===== src/rtl/mem_ctrl_pkg.sv =====
// Shared definitions for the byte-serial memory controller.
// Holds the transfer length encodings, the controller state encoding,
// the IO-select field value and a helper mapping a length code to a byte count.
package mem_ctrl_pkg;

  localparam logic [1:0] LEN_BYTE = 2'd0;
  localparam logic [1:0] LEN_HALF = 2'd1;
  localparam logic [1:0] LEN_WORD = 2'd2;

  // Address field value that routes an access to the IO space.
  localparam logic [1:0] IO_SEL = 2'b11;

  typedef enum logic [2:0] {
    ST_IDLE  = 3'd0,
    ST_STORE = 3'd1,
    ST_LOAD  = 3'd2,
    ST_FETCH = 3'd3,
    ST_DONE  = 3'd4
  } state_t;

  // Length code 3 is illegal and behaves as a word.
  function automatic logic [2:0] len_bytes(input logic [1:0] len);
    case (len)
      LEN_BYTE: return 3'd1;
      LEN_HALF: return 3'd2;
      default:  return 3'd4;
    endcase
  endfunction

endpackage


===== src/rtl/mem_load_extend.sv =====
// Load result extension: takes the assembled little-endian raw word and
// produces the 32-bit load value for the given length.
// Ports: raw (assembled bytes), len (LEN_* code), sgn (sign-extend), data (result).
module mem_load_extend
  import mem_ctrl_pkg::*;
(
  input  logic [31:0] raw,
  input  logic [1:0]  len,
  input  logic        sgn,
  output logic [31:0] data
);

  always_comb begin
    case (len)
      LEN_BYTE: data = {{24{sgn & raw[7]}}, raw[7:0]};
      LEN_HALF: data = {{16{sgn & raw[15]}}, raw[15:0]};
      default:  data = raw;
    endcase
  end

endmodule


===== src/rtl/mem_ctrl.sv =====
// Byte-serial memory controller between the LSB / instruction fetch clients
// and the 8-bit RAM/IO bus. Arbitrates (store > load > fetch), sequences
// little-endian multi-byte transfers and pulses per-client success flags.
// Ports:
//   clk, rst (sync, active high), rdy (global enable), jump_wrong (flush)
//   LSB side : lsb_read_signal, lsb_write_signal, requiring_length,
//              lsb_load_signed, to_mem_addr, to_mem_data, from_mem_data,
//              mem_load_success, mem_store_success
//   Fetch    : if_read_signal, if_addr, if_data, if_success
//   RAM bus  : mem_din, mem_dout, mem_a, mem_wr, io_buffer_full
// Optional feature macro IO_BUFFER_STALL_EN: stall IO stores while the UART
// buffer is full. Without it io_buffer_full is ignored.
module mem_ctrl
  import mem_ctrl_pkg::*;
#(
  parameter int ADDR_WIDTH = 32,
  parameter int IO_SEL_HI  = 17,
  parameter int IO_SEL_LO  = 16
) (
  input  logic                  clk,
  input  logic                  rst,
  input  logic                  rdy,
  input  logic                  jump_wrong,
  input  logic                  lsb_read_signal,
  input  logic                  lsb_write_signal,
  input  logic [1:0]            requiring_length,
  input  logic                  lsb_load_signed,
  input  logic [ADDR_WIDTH-1:0] to_mem_addr,
  input  logic [31:0]           to_mem_data,
  output logic [31:0]           from_mem_data,
  output logic                  mem_load_success,
  output logic                  mem_store_success,
  input  logic                  if_read_signal,
  input  logic [ADDR_WIDTH-1:0] if_addr,
  output logic [31:0]           if_data,
  output logic                  if_success,
  input  logic [7:0]            mem_din,
  output logic [7:0]            mem_dout,
  output logic [ADDR_WIDTH-1:0] mem_a,
  output logic                  mem_wr,
  input  logic                  io_buffer_full
);

  state_t                state, state_n;
  // STORE: index of the byte on the bus. LOAD/FETCH: number of addresses issued.
  logic [2:0]            cnt, cnt_n;
  logic [ADDR_WIDTH-1:0] addr_q, addr_n, mem_a_n;
  logic [1:0]            len_q, len_n;
  logic [31:0]           data_q, data_n, raw_q, raw_n, raw_fill, ext;
  logic [31:0]           ld_data_n, if_data_n;
  logic                  sgn_q, sgn_n;
  logic [7:0]            mem_dout_n;
  logic                  wr_q, wr_n;
  logic                  st_ok_q, st_ok_n, ld_ok_n, if_ok_n;
  logic [2:0]            nbytes;
  logic [1:0]            st_idx, ld_idx;
  logic                  stall;

  assign nbytes = len_bytes(len_q);
  assign st_idx = 2'(cnt + 3'd1);
  assign ld_idx = 2'(cnt - 3'd1);

`ifdef IO_BUFFER_STALL_EN
  assign stall = (state == ST_STORE) && (mem_a[IO_SEL_HI:IO_SEL_LO] == IO_SEL) && io_buffer_full;
`else
  logic unused_io;
  assign stall     = 1'b0;
  assign unused_io = io_buffer_full;
`endif

  // The byte read back this cycle belongs to the previously issued address.
  always_comb begin
    raw_fill                = raw_q;
    raw_fill[8*ld_idx +: 8] = mem_din;
  end

  mem_load_extend u_ext (.raw(raw_fill), .len(len_q), .sgn(sgn_q), .data(ext));

  // The store pulse travels with the last byte, so it is masked while that byte stalls.
  assign mem_wr            = wr_q & rdy & ~stall;
  assign mem_store_success = st_ok_q & ~stall;

  always_comb begin
    state_n    = state;
    cnt_n      = cnt;
    addr_n     = addr_q;
    len_n      = len_q;
    data_n     = data_q;
    sgn_n      = sgn_q;
    raw_n      = raw_q;
    mem_a_n    = mem_a;
    mem_dout_n = mem_dout;
    wr_n       = wr_q;
    st_ok_n    = 1'b0;
    ld_ok_n    = 1'b0;
    if_ok_n    = 1'b0;
    ld_data_n  = from_mem_data;
    if_data_n  = if_data;
    unique case (state)
      ST_IDLE: if (!jump_wrong) begin
        if (lsb_write_signal) begin
          state_n    = ST_STORE;
          cnt_n      = 3'd0;
          addr_n     = to_mem_addr;
          len_n      = requiring_length;
          data_n     = to_mem_data;
          mem_a_n    = to_mem_addr;
          mem_dout_n = to_mem_data[7:0];
          wr_n       = 1'b1;
          st_ok_n    = (len_bytes(requiring_length) == 3'd1);
        end else if (lsb_read_signal) begin
          state_n = ST_LOAD;
          cnt_n   = 3'd1;
          addr_n  = to_mem_addr;
          len_n   = requiring_length;
          sgn_n   = lsb_load_signed;
          mem_a_n = to_mem_addr;
          wr_n    = 1'b0;
        end else if (if_read_signal) begin
          state_n = ST_FETCH;
          cnt_n   = 3'd1;
          addr_n  = if_addr;
          len_n   = LEN_WORD;
          mem_a_n = if_addr;
          wr_n    = 1'b0;
        end
      end
      // Stores ignore jump_wrong: the store is already committed.
      ST_STORE: begin
        if (stall) begin
          st_ok_n = st_ok_q;
        end else if (cnt == nbytes - 3'd1) begin
          state_n = ST_DONE;
          cnt_n   = 3'd0;
          wr_n    = 1'b0;
        end else begin
          cnt_n      = cnt + 3'd1;
          mem_a_n    = addr_q + ADDR_WIDTH'(cnt + 3'd1);
          mem_dout_n = data_q[8*st_idx +: 8];
          st_ok_n    = (cnt + 3'd2 == nbytes);
        end
      end
      ST_LOAD, ST_FETCH: begin
        if (jump_wrong) begin
          state_n = ST_IDLE;
          cnt_n   = 3'd0;
        end else begin
          raw_n = raw_fill;
          if (cnt == nbytes) begin
            state_n = ST_DONE;
            cnt_n   = 3'd0;
            if (state == ST_LOAD) begin
              ld_ok_n   = 1'b1;
              ld_data_n = ext;
            end else begin
              if_ok_n   = 1'b1;
              if_data_n = raw_fill;
            end
          end else begin
            mem_a_n = addr_q + ADDR_WIDTH'(cnt);
            cnt_n   = cnt + 3'd1;
          end
        end
      end
      // One quiet cycle so the requester can drop its level request.
      ST_DONE: begin
        state_n = ST_IDLE;
        cnt_n   = 3'd0;
      end
      default: begin
        state_n = ST_IDLE;
        cnt_n   = 3'd0;
        wr_n    = 1'b0;
      end
    endcase
  end

  always_ff @(posedge clk) begin
    if (rst) begin
      state            <= ST_IDLE;
      cnt              <= 3'd0;
      addr_q           <= '0;
      len_q            <= LEN_BYTE;
      data_q           <= '0;
      sgn_q            <= 1'b0;
      raw_q            <= '0;
      mem_a            <= '0;
      mem_dout         <= '0;
      wr_q             <= 1'b0;
      st_ok_q          <= 1'b0;
      mem_load_success <= 1'b0;
      if_success       <= 1'b0;
      from_mem_data    <= '0;
      if_data          <= '0;
    end else if (rdy) begin
      state            <= state_n;
      cnt              <= cnt_n;
      addr_q           <= addr_n;
      len_q            <= len_n;
      data_q           <= data_n;
      sgn_q            <= sgn_n;
      raw_q            <= raw_n;
      mem_a            <= mem_a_n;
      mem_dout         <= mem_dout_n;
      wr_q             <= wr_n;
      st_ok_q          <= st_ok_n;
      mem_load_success <= ld_ok_n;
      if_success       <= if_ok_n;
      from_mem_data    <= ld_data_n;
      if_data          <= if_data_n;
    end
  end

endmodule


===== config.mk =====
export PLATFORM = sky130hd
export DESIGN_NAME = mem_ctrl
export DESIGN_NICKNAME = d
export VERILOG_FILES = /design/src/rtl/mem_ctrl_pkg.sv /design/src/rtl/mem_load_extend.sv /design/src/rtl/mem_ctrl.sv
export SDC_FILE = /design/constraint.sdc
export NUM_CORES = 1
export LEC_CHECK = 0
export CORE_MARGIN = 10
export CORE_UTILIZATION = 56
export CTS_BUF_LIST = sky130_fd_sc_hd__clkbuf_16
export CTS_CLUSTER_DIAMETER = 100
export DETAILED_ROUTE_END_ITERATION = 8
export GPL_ROUTABILITY_DRIVEN = 0
export GPL_TIMING_DRIVEN = 1
export PLACE_DENSITY_LB_ADDON = 0.2
export SLEW_MARGIN = 30
export SYNTH_ARGS = -nofsm -noshare
export SYNTH_HDL_FRONTEND = slang
export SYNTH_SLANG_ARGS = --single-unit

===== constraint.sdc =====
create_clock -name clk -period 5.7 [get_ports clk]
set_clock_uncertainty 0.2 [all_clocks]
set_input_delay 0.57 -clock clk [delete_from_list [all_inputs] [get_ports clk]]
set_output_delay 0.57 -clock clk [all_outputs]
set_load 0.05 [all_outputs]

# After elaboration in Yosys (flattened, before gate mapping)

Cells that the tools add are included.

Add/sub/neg operators: 8
Eq/ne operators: 18
Shifts and indexed selects: 3
Muxes and demuxes: 56
Bitwise operators: 7
Reductions and logical operators: 19

Operators with widths:

| kind                    | number |
|---|---|
| $mux 32                 | 7 |
| $pmux 32 s3             | 1 |
| $pmux 32 s2             | 1 |
| $mux 3                  | 17 |
| $neg 5->34              | 1 |
| $shift 8x34->32 const A | 1 |
| $shiftx 8x34->32        | 1 |
| $add 32x3->32           | 1 |
| $add 32x4->32           | 1 |
| $bwmux 32               | 1 |
| $shiftx 32x6->8         | 1 |
| $reduce_and 5->1        | 6 |
| $mux 8                  | 3 |
| $pmux 3 s3              | 2 |
| $mux 1                  | 16 |
| $pmux 8 s2              | 1 |
| $ne 2x2->1 const B      | 6 |
| $pmux 3 s2              | 2 |
| $eq 3x3->1              | 3 |
| $reduce_and 4->1        | 2 |
| $reduce_and 7->1        | 1 |
| $eq 3x1->1 const B      | 2 |
| $eq 3x2->1 const B      | 2 |
| $mux 2                  | 3 |
| 20 further kinds        | 29 |

Bits in registers: 213
Logic and storage cells: 126

# Longest topological paths before layout

Depth in word-level cells: 9
Depth in mapped cells: 12

# Modules after synthesis

From an unflattened synthesis, not the netlist that was laid out.

Cells, all modules: 1305
Area, all modules: 10910.5 um^2

By module, submodules not included:

| module          | instances | cells an instance | area an instance (um^2) | sequential area each (um^2) |
|---|---|---|---|---|
| mem_ctrl        | 1         | 1239              | 10525.1                 | 4264.1 |
| mem_load_extend | 1         | 66                | 385.4                   | 0.0 |

# Least setup slack after synthesis

OpenSTA, ideal clock, no wires.

Kind: register to register
From: reg cnt[0]
To: reg mem_a[24]
Arrival: 2.760 ns
Slack: 2.622 ns
Stages on the path, launching flop included: 13
Path buffers: 3
Cell sequence: dfxtp_1 -> buf_4 -> buf_1 -> inv_1 -> ha_1 -> fa_1 -> nor2b_1 -> o21a_1 -> buf_2 -> nand3_1 -> xor2_1 -> o22ai_1 -> o221a_2

Cells in the longest elaborated chain, start to end: 4
Elaborated cells between the ends (all ways): 12
Those cells by class: add/sub (3); eq/ne (4); mux (4); reduce/logical (1)

RTL lines:

| what                                                | line                             | RTL |
|---|---|---|
| start: declaration                                  | mem_ctrl.sv:46                   | `logic [2:0] cnt, cnt_n;` |
| start signal: assignment                            | mem_ctrl.sv:197                  | `cnt <= cnt_n;` |
| $add 3x1->4 / $add 32x3->32 (equally long branches) | mem_ctrl.sv:138, mem_ctrl.sv:160 |  |
| $add 32x4->32 / $mux 32 (equally long branches)     | mem_ctrl.sv:138, mem_ctrl.sv:149 |  |
| $mux 32, on equally long branches                   | mem_ctrl.sv:132, mem_ctrl.sv:144 |  |
| $pmux 32 s3                                         | mem_ctrl.sv:99                   | `unique case (state)` |
| end signal: assignment                              | mem_ctrl.sv:203                  | `mem_a <= mem_a_n;` |
| end: declaration                                    | mem_ctrl.sv:39                   | `output logic [ADDR_WIDTH-1:0] mem_a,` |

Several ways; a longest one is shown, not always the timed one. The select of a mux whose other input is x is not followed.
A chain may end at the register's enable or synchronous reset.

# Final worst setup path

From: reg cnt[1]
To: reg from_mem_data[18]

Cells in the longest elaborated chain, start to end: 6
Elaborated cells between the ends (all ways): 10
Those cells by class: add/sub (2); eq/ne (1); shift (2); mux (2); bitwise (2); reduce/logical (1)

RTL lines:

| what                                                       | line                                         | RTL |
|---|---|---|
| $sub 2x1->2                                                | mem_ctrl.sv:61                               | `assign ld_idx = 2'(cnt - 3'd1);` |
| $neg 5->34                                                 | mem_ctrl.sv:74                               | `raw_fill[8*ld_idx +: 8] = mem_din;` |
| $shiftx 8x34->32 / $shift 8x34->32 (equally long branches) | mem_ctrl.sv:74                               |  |
| $bwmux 32                                                  | mem_ctrl.sv:74                               |  |
| $and 1x1->1, on equally long branches                      | mem_load_extend.sv:16, mem_load_extend.sv:15 |  |
| $pmux 32 s2                                                | mem_load_extend.sv:14                        | `case (len)` |
| end signal: assignment                                     | mem_ctrl.sv:209                              | `from_mem_data <= ld_data_n;` |
| end: declaration                                           | mem_ctrl.sv:30                               | `output logic [31:0] from_mem_data,` |

Several ways; a longest one is shown, not always the timed one.

==> out/results.ini <==
[layout]
area_delta_synth_final_pct=27.6
multi_input_area_sq_mm=0.00586
fin_nets=1521
layout_common_cells=220 x clkdlybuf4s50_1, 212 x dfxtp_1, 163 x nor2_1
num_antenna_cells=0
layout-drive-gt1-share_pct=9.22
layout_commonest_cell=clkdlybuf4s50_1
final-seq-area_sq_mm=0.00427
fillers=1463

[status]
outcome=finished, final reports clean

[grt]
grt_start_max_net_pins=75
grt_usage_pct=23.7
grt_pass1_vias=9250
grt_pass1_wl_mm=48.9
antenna_found_initial=0
grt_overflow=0

[pwr]
p_per_area_mw_per_mm2=297
ir_drop_v=0.000245
p_leak_uw=0.00446
power_uw=4040

[timing]
setup_tns_ns=0
final.setup.worst_slack_ns=2.03
worstMarginPinSlew_ns=0.811
fmaxAchievable_ghz=0.273
rsz0062_at_grt=no
timing.final.crit_share_pct=64.3
finalSetupViolations=0
slew_headroom_pct=45.8
hold_ws_ns=0.252
hold_viol_final=0
slew_violations=0
min_period_ns=3.67

[logic_synthesis]
synth.cell_area_sq_mm=0.0107
synth_area_leader_cell=dfxtp_1
ys_ff_latch=213
async_flop_share_pct=0
yosys_warnings=0
syn_inst=1240
ys_seq_area_share_pct=39.9
synth_edf_count=0
yosysUniqueCellTypes=72
netlist.area_leader.share_pct=39.9
syn-num-nets=1366
avgSynthCellArea_sq_um=8.61
synth.area.top_cells=dfxtp_1 40%, a211oi_1 6.7%, nor2_1 5.8%
synthFlopType=dfxtp_1

[detailed_routing]
ant_nets=0
route.met2.wl_mm=14.9
route.detailed.drc=0
drtIter0Drc=597
dr.max_layer_used=met4
routedWlPerCell_um=18.9
totalWireLength_mm=31.0
drt_first_pass_iters=6
vias=9839
via_per_inst=5.98
wl_met1_mm=13.0
dr_wl_met3_mm=2.30

[min_path]
worstHoldPathType=flip-flop to flip-flop

[clocking]
clk_root_buffer_cell=clkbuf_16
cts_tree=built
cts_max_level=1
cts_resized=0
clock_path_buffers=3
clkSinkCount=213
numCtsBuffers=23
post_cts_buffers=0
clkTransAtPathRegs_ns=0.06
postCtsHoldBufs=0
clkLatencyLatePin_ns=0.51

[setup_path]
r2r_setup_slack_ns=2.03
endpoint_kind=flip-flop
critPathKind=flip-flop to flip-flop
cp.arrival_ns=3.91
critical_path_peak_fanout=16
start_kind=flip-flop
critical_path_required_ns=5.94

[placement]
io_buffers=221
place_ws_ns=1.99
dp_hpwl_mm=21.2

[floorplan]
pin_count=223
core.rowCount=50
floorplan.initialDensity_pct=57.1
die_h_um=158
dieArea_sq_mm=0.0250
fp.coreArea_sq_mm=0.0187
die_w_um=158

[flow_run]
drv_cap=0

==> logic make-up (layout without fill, tap and decap cells) <==
logic type | count (synthesis) | count (layout) | share of synthesized area (%)
AND/OR/NAND/NOR | 428 | 428 | 19.1
XOR/XNOR | 40 | 40 | 3.28
flip-flops | 213 | 213 | 39.9
AO/OA/AOI/OAI | 380 | 380 | 25.5
multiplexers | 45 | 45 | 5.18
adder cells (fa/ha/maj) | 11 | 11 | 1.43
buffers and inverters | 123 | 293 | 5.52
==> registers in the layout, summed over array words and instances, names as in the netlist <==
| signal | cells |
|---|---|
| wr_q | 1 |
| mem_load_success | 1 |
| data_q | 32 |
| cnt | 3 |
| from_mem_data | 32 |
| if_data | 32 |
| addr_q | 32 |
| mem_dout | 8 |
| sgn_q | 1 |
| state | 3 |
| raw_q | 32 |
| len_q | 2 |
| mem_store_success | 1 |
| if_success | 1 |
| mem_a | 32 |
==> through the flow <==
step                      utilization [%]  instances  area, sq um
final                                72.8       1644        13600
after global routing                 72.8       1644        13600
after CTS                            72.8       1644        13600
after detailed placement             68.7       1604        12900
after global placement               68.4       1602        12800
after floorplan                         -       1240        10700
==> where the power goes <==
group | internal, uW | total (uW) | switching, uW | leakage [uW]
logic | 336 | 850 | 515 | 0.00235
registers | 1580 | 1670 | 89.6 | 0.00173
clock network | 914 | 1530 | 611 | 0.000377
==> critical path: stages (launching register included) <==
cell	delay [ns]
dfxtp_1	0.64
inv_1	0.29
ha_1	0.85
nand2_1	0.15
nor3_2	0.52
a22o_1	0.27
a21oi_1	0.09
o31a_4	0.39
a21oi_1	0.18
==> synth_stat cells, types with 3 or more instances <==
| cell type | count |
|---|---|
| mux2i_1 | 35 |
| o221ai_1 | 3 |
| nand3_1 | 15 |
| a21oi_1 | 106 |
| a31oi_1 | 3 |
| nor4_1 | 4 |
| mux4_2 | 8 |
| and2_1 | 7 |
| inv_1 | 11 |
| nor2b_1 | 30 |
| nor3b_1 | 3 |
| a21o_1 | 3 |
| o21a_1 | 6 |
| nand2_1 | 113 |
| a211oi_2 | 27 |
| and3_1 | 6 |
| clkbuf_2 | 3 |
| and4_1 | 6 |
| ha_1 | 9 |
| a221oi_1 | 5 |
| o211ai_1 | 3 |
| xor2_1 | 18 |
| clkbuf_1 | 60 |
| nand3b_1 | 4 |
| nor2_1 | 164 |
| o32ai_1 | 3 |
| o221a_2 | 16 |
| buf_6 | 7 |
| dfxtp_1 | 213 |
| xnor2_1 | 22 |
| a22oi_1 | 9 |
| o22ai_1 | 21 |
| nand4_1 | 15 |
| buf_2 | 27 |
| nor3_1 | 15 |
| a311oi_1 | 11 |
| buf_4 | 10 |
| nand2b_1 | 28 |
| a211oi_1 | 95 |
| buf_1 | 3 |
| o21ai_0 | 53 |
==> worst paths after layout <==
path | start | end | cells past startpoint
max | cnt[1] | from_mem_data[18] | 8
min | data_q[15] | data_q[15] | 2
max reg2reg | cnt[1] | from_mem_data[18] | 8
min reg2reg | data_q[15] | data_q[15] | 2
==> cell type report <==
type | instances | share of cell area, %
well taps | 234 | 2.15
clock buffers | 23 | 4.23
multi-input cells | 904 | 43.1
repair buffers | 240 | 17.5
flip-flops and latches | 213 | 31.3
inverters | 13 | 0.358
clock inverters | 17 | 1.36
==> routing by layer <==
layer | track usage (%) | up-vias
li1 | - | 4799
met3 | 4.23 | 62
met2 | 39.4 | 399
met4 | 7.37 | 0
met1 | 30.6 | 4579
met5 | 0 | -
Note: power is estimated with default switching activity, not from simulation.
